File: config.mk
export PLATFORM = sky130hd
export DESIGN_NAME = exe_muldiv_unit
export DESIGN_NICKNAME = d
export VERILOG_FILES = /design/src/rtl/exe_muldiv_pkg.sv /design/src/rtl/exe_muldiv_unit_muldiv_step.sv /design/src/rtl/exe_muldiv_unit.sv
export SDC_FILE = /design/constraint.sdc
export NUM_CORES = 1
export LEC_CHECK = 0
export BUFFER_PORTS_ARGS = -buffer_cell sky130_fd_sc_hd__buf_2
export CORE_MARGIN = 2
export CORE_UTILIZATION = 40
export DETAILED_ROUTE_END_ITERATION = 16
export MAX_ROUTING_LAYER = met4
export SYNTH_ARGS = -nofsm -noshare
export SYNTH_HDL_FRONTEND = slang
export SYNTH_SLANG_ARGS = --single-unit
export TNS_END_PERCENT = 5
File: constraint.sdc
create_clock -name clk -period 10.6 [get_ports clk]
set_clock_uncertainty 0.2 [all_clocks]
set_input_delay 2.12 -clock clk [delete_from_list [all_inputs] [get_ports clk]]
set_output_delay 2.12 -clock clk [all_outputs]
set_load 0.01 [all_outputs]
File: src/rtl/exe_muldiv_pkg.sv
// Shared types and constants for the EX-stage multi-cycle multiply/divide unit.
package exe_muldiv_pkg;

  localparam int WIDTH_DEF = 32;
  localparam int STEPS     = 32;
  localparam int CNT_W     = $clog2(STEPS);

  localparam logic [WIDTH_DEF-1:0] DIV_ZERO_Q = '1;

  typedef enum logic [1:0] {
    IDLE,
    PREP,
    RUN,
    FIX
  } state_t;

endpackage

File: src/rtl/exe_muldiv_unit_muldiv_step.sv
// One radix-2 step: shift-add for multiply, restoring subtract-shift for divide.
module muldiv_step
  import exe_muldiv_pkg::*;
#(
  parameter int WIDTH = WIDTH_DEF
) (
  input  logic [2*WIDTH-1:0] acc_i,
  input  logic [WIDTH-1:0]   opnd_i,
  input  logic               is_div_i,
  output logic [2*WIDTH-1:0] acc_o,
  output logic               q_bit_o
);

  logic [WIDTH:0]   sum;
  logic [WIDTH:0]   shifted;
  logic [WIDTH-1:0] rem_sub;
  logic             fits;

  assign sum     = {1'b0, acc_i[2*WIDTH-1:WIDTH]} + (acc_i[0] ? {1'b0, opnd_i} : '0);
  assign shifted = {acc_i[2*WIDTH-1:WIDTH], acc_i[WIDTH-1]};
  assign fits    = shifted >= {1'b0, opnd_i};
  // Remainder stays below the divisor, so the W-bit modular difference is exact.
  assign rem_sub = shifted[WIDTH-1:0] - opnd_i;

  // NOTE: every output gets a default before the branch so no latch is inferred.
  always_comb begin
    q_bit_o = 1'b0;
    acc_o   = {sum, acc_i[WIDTH-1:1]};
    if (is_div_i) begin
      q_bit_o = fits;
      acc_o   = {(fits ? rem_sub : shifted[WIDTH-1:0]), acc_i[WIDTH-2:0], 1'b0};
    end
  end

endmodule

File: src/rtl/exe_muldiv_unit.sv
// EX-stage multiply/divide unit owning HI/LO; stalls the front end while a
// 32-step operation runs.
module exe_muldiv_unit
  import exe_muldiv_pkg::*;
#(
  parameter int WIDTH = WIDTH_DEF
) (
  input  logic             clk,
  input  logic             clr,
  input  logic             start,
  input  logic             is_div,
  input  logic             sign,
  input  logic [WIDTH-1:0] a,
  input  logic [WIDTH-1:0] b,
  input  logic             hi_write,
  input  logic             lo_write,
  input  logic             hilo_read,
  output logic [WIDTH-1:0] hi,
  output logic [WIDTH-1:0] lo,
  output logic             busy,
  output logic             stall,
  output logic             done
);

  state_t             state_q;
  logic [CNT_W-1:0]   cnt_q;
  logic [2*WIDTH-1:0] acc_q;
  logic [2*WIDTH-1:0] acc_d;
  logic [2*WIDTH-1:0] step_acc;
  logic               step_q_bit;
  logic [WIDTH-1:0]   opnd_q;
  logic [WIDTH-1:0]   a_q;
  logic [WIDTH-1:0]   hi_q;
  logic [WIDTH-1:0]   lo_q;
  logic               is_div_q;
  logic               neg_q;
  logic               rem_neg_q;
  logic               div_zero_q;
  logic               done_q;

  logic [WIDTH-1:0]   mag_a;
  logic [WIDTH-1:0]   mag_b;
  logic [2*WIDTH-1:0] prod_fix;
  logic [WIDTH-1:0]   quot_fix;
  logic [WIDTH-1:0]   rem_fix;

  assign mag_a = (sign && a[WIDTH-1]) ? -a : a;
  assign mag_b = (sign && b[WIDTH-1]) ? -b : b;

  muldiv_step #(.WIDTH(WIDTH)) u_step (
    .acc_i    (acc_q),
    .opnd_i   (opnd_q),
    .is_div_i (is_div_q),
    .acc_o    (step_acc),
    .q_bit_o  (step_q_bit)
  );

  // The step leaves the quotient slot clear; the new quotient bit drops in here.
  assign acc_d = step_acc | {{(2*WIDTH-1){1'b0}}, step_q_bit};

  assign prod_fix = neg_q ? -acc_q : acc_q;
  assign quot_fix = neg_q ? -acc_q[WIDTH-1:0] : acc_q[WIDTH-1:0];
  assign rem_fix  = rem_neg_q ? -acc_q[2*WIDTH-1:WIDTH] : acc_q[2*WIDTH-1:WIDTH];

  // NOTE: sequential state uses non-blocking assignments so every register
  // samples the pre-edge values of its neighbours.
  always_ff @(posedge clk or posedge clr) begin
    if (clr) begin
      state_q    <= IDLE;
      cnt_q      <= '0;
      acc_q      <= '0;
      opnd_q     <= '0;
      a_q        <= '0;
      hi_q       <= '0;
      lo_q       <= '0;
      is_div_q   <= 1'b0;
      neg_q      <= 1'b0;
      rem_neg_q  <= 1'b0;
      div_zero_q <= 1'b0;
      done_q     <= 1'b0;
    end else begin
      done_q <= 1'b0;
      case (state_q)
        IDLE: begin
          if (start) begin
            // Divide iterates the dividend magnitude against the divisor;
            // multiply shifts the multiplier out under the multiplicand.
            acc_q      <= {{WIDTH{1'b0}}, (is_div ? mag_a : mag_b)};
            opnd_q     <= is_div ? mag_b : mag_a;
            a_q        <= a;
            is_div_q   <= is_div;
            neg_q      <= sign & (a[WIDTH-1] ^ b[WIDTH-1]);
            rem_neg_q  <= sign & a[WIDTH-1];
            div_zero_q <= (b == '0);
            state_q    <= PREP;
          end else begin
            if (hi_write) hi_q <= a;
            if (lo_write) lo_q <= a;
          end
        end
        PREP: begin
          cnt_q   <= '0;
          state_q <= RUN;
        end
        RUN: begin
          acc_q <= acc_d;
          cnt_q <= cnt_q + 1'b1;
          if (cnt_q == CNT_W'(STEPS - 1)) state_q <= FIX;
        end
        FIX: begin
          if (!is_div_q) begin
            {hi_q, lo_q} <= prod_fix;
          end else if (div_zero_q) begin
            lo_q <= DIV_ZERO_Q;
            hi_q <= a_q;
          end else begin
            lo_q <= quot_fix;
            hi_q <= rem_fix;
          end
          done_q  <= 1'b1;
          state_q <= IDLE;
        end
        default: state_q <= IDLE;
      endcase
    end
  end

  assign hi    = hi_q;
  assign lo    = lo_q;
  assign busy  = (state_q != IDLE);
  assign stall = busy & (start | hi_write | lo_write | hilo_read);
  assign done  = done_q;

endmodule

Word-level counts from Yosys, hierarchy flattened --
Index checks and enable logic that the tools add are counted.
Word-level totals: flip-flop bits (word level) 204, output and inout bits 67, word-level logic and storage cells 79, bits of input ports 72
Operators by class: bitwise gates (word level) 8, magnitude comparators 1, muxes and demuxes 28, $add $sub $neg 8, reduce and logical (&&, ||, !) cells 13, equality and inequality tests 9
Operators by type and width (count):
- $mux W32 | 16
- $mux W64 | 3
- $neg A32 Y32 | 4
- $pmux W32 S2 | 2
- $pmux W64 S2 | 1
- $neg A64 Y64 | 1
- $or A64 B1 Y64 | 1
- $add A32 B33 Y33 | 1
- $ge A33 B32 Y1 | 1
- $logic_not A32 Y1 | 1
- $sub A32 B32 Y32 | 1
- $ne A2 B2 Y1 const B | 5
- $pmux W5 S2 | 1
- $pmux W2 S4 | 1
- $reduce_bool A2 Y1 | 4
- $reduce_and A2 Y1 | 3
- $reduce_and A3 Y1 | 2
- $add A5 B1 Y5 const B | 1
- $eq A5 B5 Y1 const B | 1
- $eq A2 B2 Y1 const B | 2
- $mux W2 | 2
- $and A1 B1 Y1 | 3
- $or A1 B1 Y1 | 3
- $eq A2 B1 Y1 const B | 1
- other kinds (4) | 6

Longest topological paths before layout --
depth after elaboration 5, mapped depth 14

Modules after synthesis --
A second synthesis with hierarchy kept.
Second synthesis, totals: cell total of the unflattened synthesis 2156, area total of the unflattened synthesis 17673.2 µm²
Modules (own cells, without submodules):
- exe_muldiv_unit | cells each 1500, area each 12867.3 µm², times used 1
- muldiv_step | cells each 656, area each 4805.9 µm², times used 1

Worst setup path before layout --
Ideal clock, no wire load.
path type input -> register, from input b[9], to register opnd_q[25], path buffers 0, data arrival time 4.628 ns, stages 9, path slack 5.708 ns, data required time 10.336 ns, cells stage by stage or4_1 -> or3_1 -> or3_1 -> or3_1 -> o41a_1 -> xor2_1 -> nor2_1 -> a211oi_1 -> a21o_1
On the way: cells in the longest elaborated chain, start to end 3
Ends and longest elaborated chain:
- start: declaration | RTL line exe_muldiv_unit.sv:14 | input logic [WIDTH-1:0] b,
- $neg A32 Y32 | RTL line exe_muldiv_unit.sv:48 | assign mag_b = (sign && b[WIDTH-1]) ? -b : b;
- $mux W32 | RTL line exe_muldiv_unit.sv:48
- $mux W32 | RTL line exe_muldiv_unit.sv:89 | opnd_q <= is_div ? mag_b : mag_a;
- end signal: assignment | RTL line exe_muldiv_unit.sv:89
- end: declaration | RTL line exe_muldiv_unit.sv:31 | logic [WIDTH-1:0] opnd_q;
No other way between the ends. A chain may end at the register's enable or synchronous reset.

Worst setup path in the final report --
from input hi_write, to output stall
On the way: cells in the longest elaborated chain, start to end 4
Ends and longest elaborated chain:
- start: declaration | RTL line exe_muldiv_unit.sv:15 | input logic hi_write,
- $or A1 B1 Y1 (3 in series) | RTL line exe_muldiv_unit.sv:131 | assign stall = busy & (start | hi_write | lo_write | hilo_read);
- $and A1 B1 Y1 | RTL line exe_muldiv_unit.sv:131
- end: declaration | RTL line exe_muldiv_unit.sv:21 | output logic stall,
No other way between the ends.

==> results.yml <==
synth:
  synth-seq-area-share_pct: 30.01
  synth_async_sr_flop_share_pct: 100.0
  synth-edff-count: 0
  avgSynthCellArea_um2: 7.972
  yosys_warnings: 0
  synth_top_area_share_pct: 30.01
  synth_top_area_cell: "dfrtp_1"
  synth_area_leaders: "dfrtp_1 30%, o21ai_0 6.7%, a21oi_1 5.9%, xnor2_1 5.9%, ha_1 5.4%"
  yosysUniqueCellTypes: 83
  synth_top_flop_cell: "dfrtp_1"
  synth_area_um2: 17010
  yosys_register_bits: 204
  synth_cells: 2134
  syn_nets: 2281
setup_path:
  r2r.worst_path.cells: 11
  crit_arrival_ps: 2730
  rrSetupSlack_ps: 5620
  worst_setup_path_end_kind: "output port"
  critical_path_class: "in2out"
  startpoint_type: "input port"
  required_ps: 8280
  rr_endpoint: "acc_q[54]"
  r2r-start: "acc_q[33]"
  path_max_fanout: 3
sta:
  setup_viol: 0
  grt_setup_unrepaired: "no"
  slew_viol_final: 0
  fmax_mhz: 198.1
  period_needed_ps: 5048
  finalHoldViolCount: 0
  relSlewSlack_pct: 26.68
  finalSetupTns_ps: 0
  worst_slew_pin_slew_ps: 1097
  post-route-period-util_pct: 47.62
detailed_routing:
  ant_nets: 0
  firstDrtPassIters: 5
  drt_first_iter_violations: 1491
  detailroute.via_count: 16790
  finalWirelength_um: 64360
  post-route-drc-count: 0
  routedWlPerCell_um: 23.63
  viasPerCell: 6.163
clock_tree:
  cts_buffers: 25
  clkTransAtPathRegs_ps: 50
  clock-sinks: 204
  clock_path_buffers: 3
  hold_buffers: 0
  ctsRootBufferMaster: "clkbuf_16"
  ctsResizeCount: 0
  htree_levels: 1
  postCtsSetupRepairBufs: 0
  clk_latency_ps: 570
  cts_tree: "yes"
global_route:
  grt_pass1_wl_um: 97170
  overflow: 0
  grt_pass1_vias: 16060
  antenna_found_initial: 3
  grt_usage_pct: 29.52
  grt_max_degree: 99
place:
  dp_hpwl_um: 48430
  port_buffers: 138
  place_congestion: 0.9621
floorplanning:
  die_x_um: 210.2
  die_area_um2: 44200
  io_pins: 139
  placementRows: 75
  die_h_um: 210.2
  core_area_um2: 41950
  initial_core_util_pct: 40.56
final_layout:
  final_layout_size_suffix_gt1_share_pct: 13.64
  multi_input_area_um2: 11090
  fillerInstances: 4252
  area_growth_pct: 11.06
  diodes: 0
  seqCellArea_um2: 5110
  fin_nets: 2315
worst_hold_path:
  whs_endpoint: "hi[24]"
  hp-class: "reg2reg"
  hp-start: "hi[24]"
  hold_depth: 2
status:
  outcome: "finished clean"
flow_run:
  maxCapViolCount: 0
power:
  ir_drop_v: 0.0003922
  powerDensity_nw_per_um2: 334.1
  total_power_mw: 6.312
  power_leakage_nw: 7.913
cells by family (layout without fill, tap and decap cells):
family / after synthesis / count (layout) / share of synthesized area [%]
flops: 204 / 204 / 30.01
compound gates: 734 / 734 / 26.73
simple gates: 627 / 627 / 17.37
fa+ha+maj: 75 / 75 / 5.604
mux: 100 / 100 / 6.288
xor+xnor: 172 / 172 / 8.855
buf+inv: 222 / 273 / 5.148
layer usage:
layer	vias to the layer above	global-route usage, %	part of all wire, %
met5	-	-	0
met4	0	12.23	4.9
met3	142	3.814	6.8
met2	644	47.45	46
met1	8172	37.63	42
li1	7831	-	-
cells in the mapped netlist, types with 6 or more instances:
library cell    n
o21ai_0       227
dfrtp_1       204
a21oi_1       202
nand2_1       201
nor2_1        192
clkbuf_1      128
xnor2_1       114
ha_1           73
inv_1          68
xor2_1         58
mux2_2         55
mux2i_1        45
o22ai_1        42
nor3_1         39
a211oi_1       36
o31ai_1        36
nand3_1        32
a21o_1         28
nor3b_1        25
nand2b_1       23
or4_1          18
o41ai_1        17
or3_1          15
a22oi_1        14
buf_1          14
nand4_1        14
nor4_1         14
o211ai_1       14
o21bai_1       14
o221ai_1       13
or2_2          12
nor2b_1        11
a31oi_1        10
o21a_1         10
a211o_1         7
a221o_1         6
critical path: stages:
cell    delay (ps)
buf_2          120
nor4_1         270
nor2_1          70
buf_2          140
cells in the final DEF (no fill, tap or decap), types with 10 or more instances in the layout:
cell type,n
o21ai_0,227
dfrtp_1,202
a21oi_1,200
nand2_1,200
nor2_1,192
buf_2,138
xnor2_1,114
ha_1,72
inv_1,67
xor2_1,58
mux2_2,55
mux2i_1,45
o22ai_1,42
nor3_1,38
o31ai_1,36
a211oi_1,36
nand3_1,32
a21o_1,28
nor3b_1,25
clkbuf_16,25
nand2b_1,23
buf_4,21
or4_1,18
o41ai_1,17
or3_1,15
nand4_1,14
nor4_1,14
o211ai_1,14
a22oi_1,14
o21bai_1,14
o221ai_1,13
or2_2,12
nor2b_1,11
o21a_1,10
a31oi_1,10
final cells by class:
class | count | share of cell area [%]
Multi-Input combinational cell | 1708 | 58.72
Sequential cell | 204 | 27.04
Clock inverter | 11 | 1.066
Inverter | 70 | 1.430
Timing Repair Buffer | 159 | 4.490
Tap cell | 539 | 3.569
Clock buffer | 33 | 3.682
worst max path at each step:
stage                    from         end  slack [ps]  cells past startpoint
floorplan                 clr      a_q[0]        2710                      1
global placement         b[9]  opnd_q[25]        5360                     10
detailed placement       b[9]  opnd_q[25]        5370                     10
CTS                  hi_write       stall        5560                      4
global route        acc_q[33]   acc_q[54]        5290                     11
finish               hi_write       stall        5550                      4
stage by stage:
step	setup WS, ps	cells	hold slack [ps]	area, um2	util, %
floorplan	2713	2134	244.7	17010	-
global placement	5364	2680	257.3	18000	42.91
detailed placement	5371	2680	264.0	18000	42.91
CTS	5558	2724	277.6	18890	45.04
global route	5287	2724	290.1	18890	45.04
finish	5552	2724	270.0	18890	45.04
where the power goes:
part / internal, mW / switching [mW]
registers: 1.14 / 0.465
logic: 1.48 / 2.28
clock network: 0.584 / 0.372
sequential cells by signal, indices dropped and copies added, names as in the netlist:
signal	cells
done	1
state_q	2
cnt_q	5
is_div_q	1
lo	32
opnd_q	32
hi	32
acc_q	64
a_q	32
rem_neg_q	1
div_zero_q	1
neg_q	1
Power figures use the tool's default switching activity.
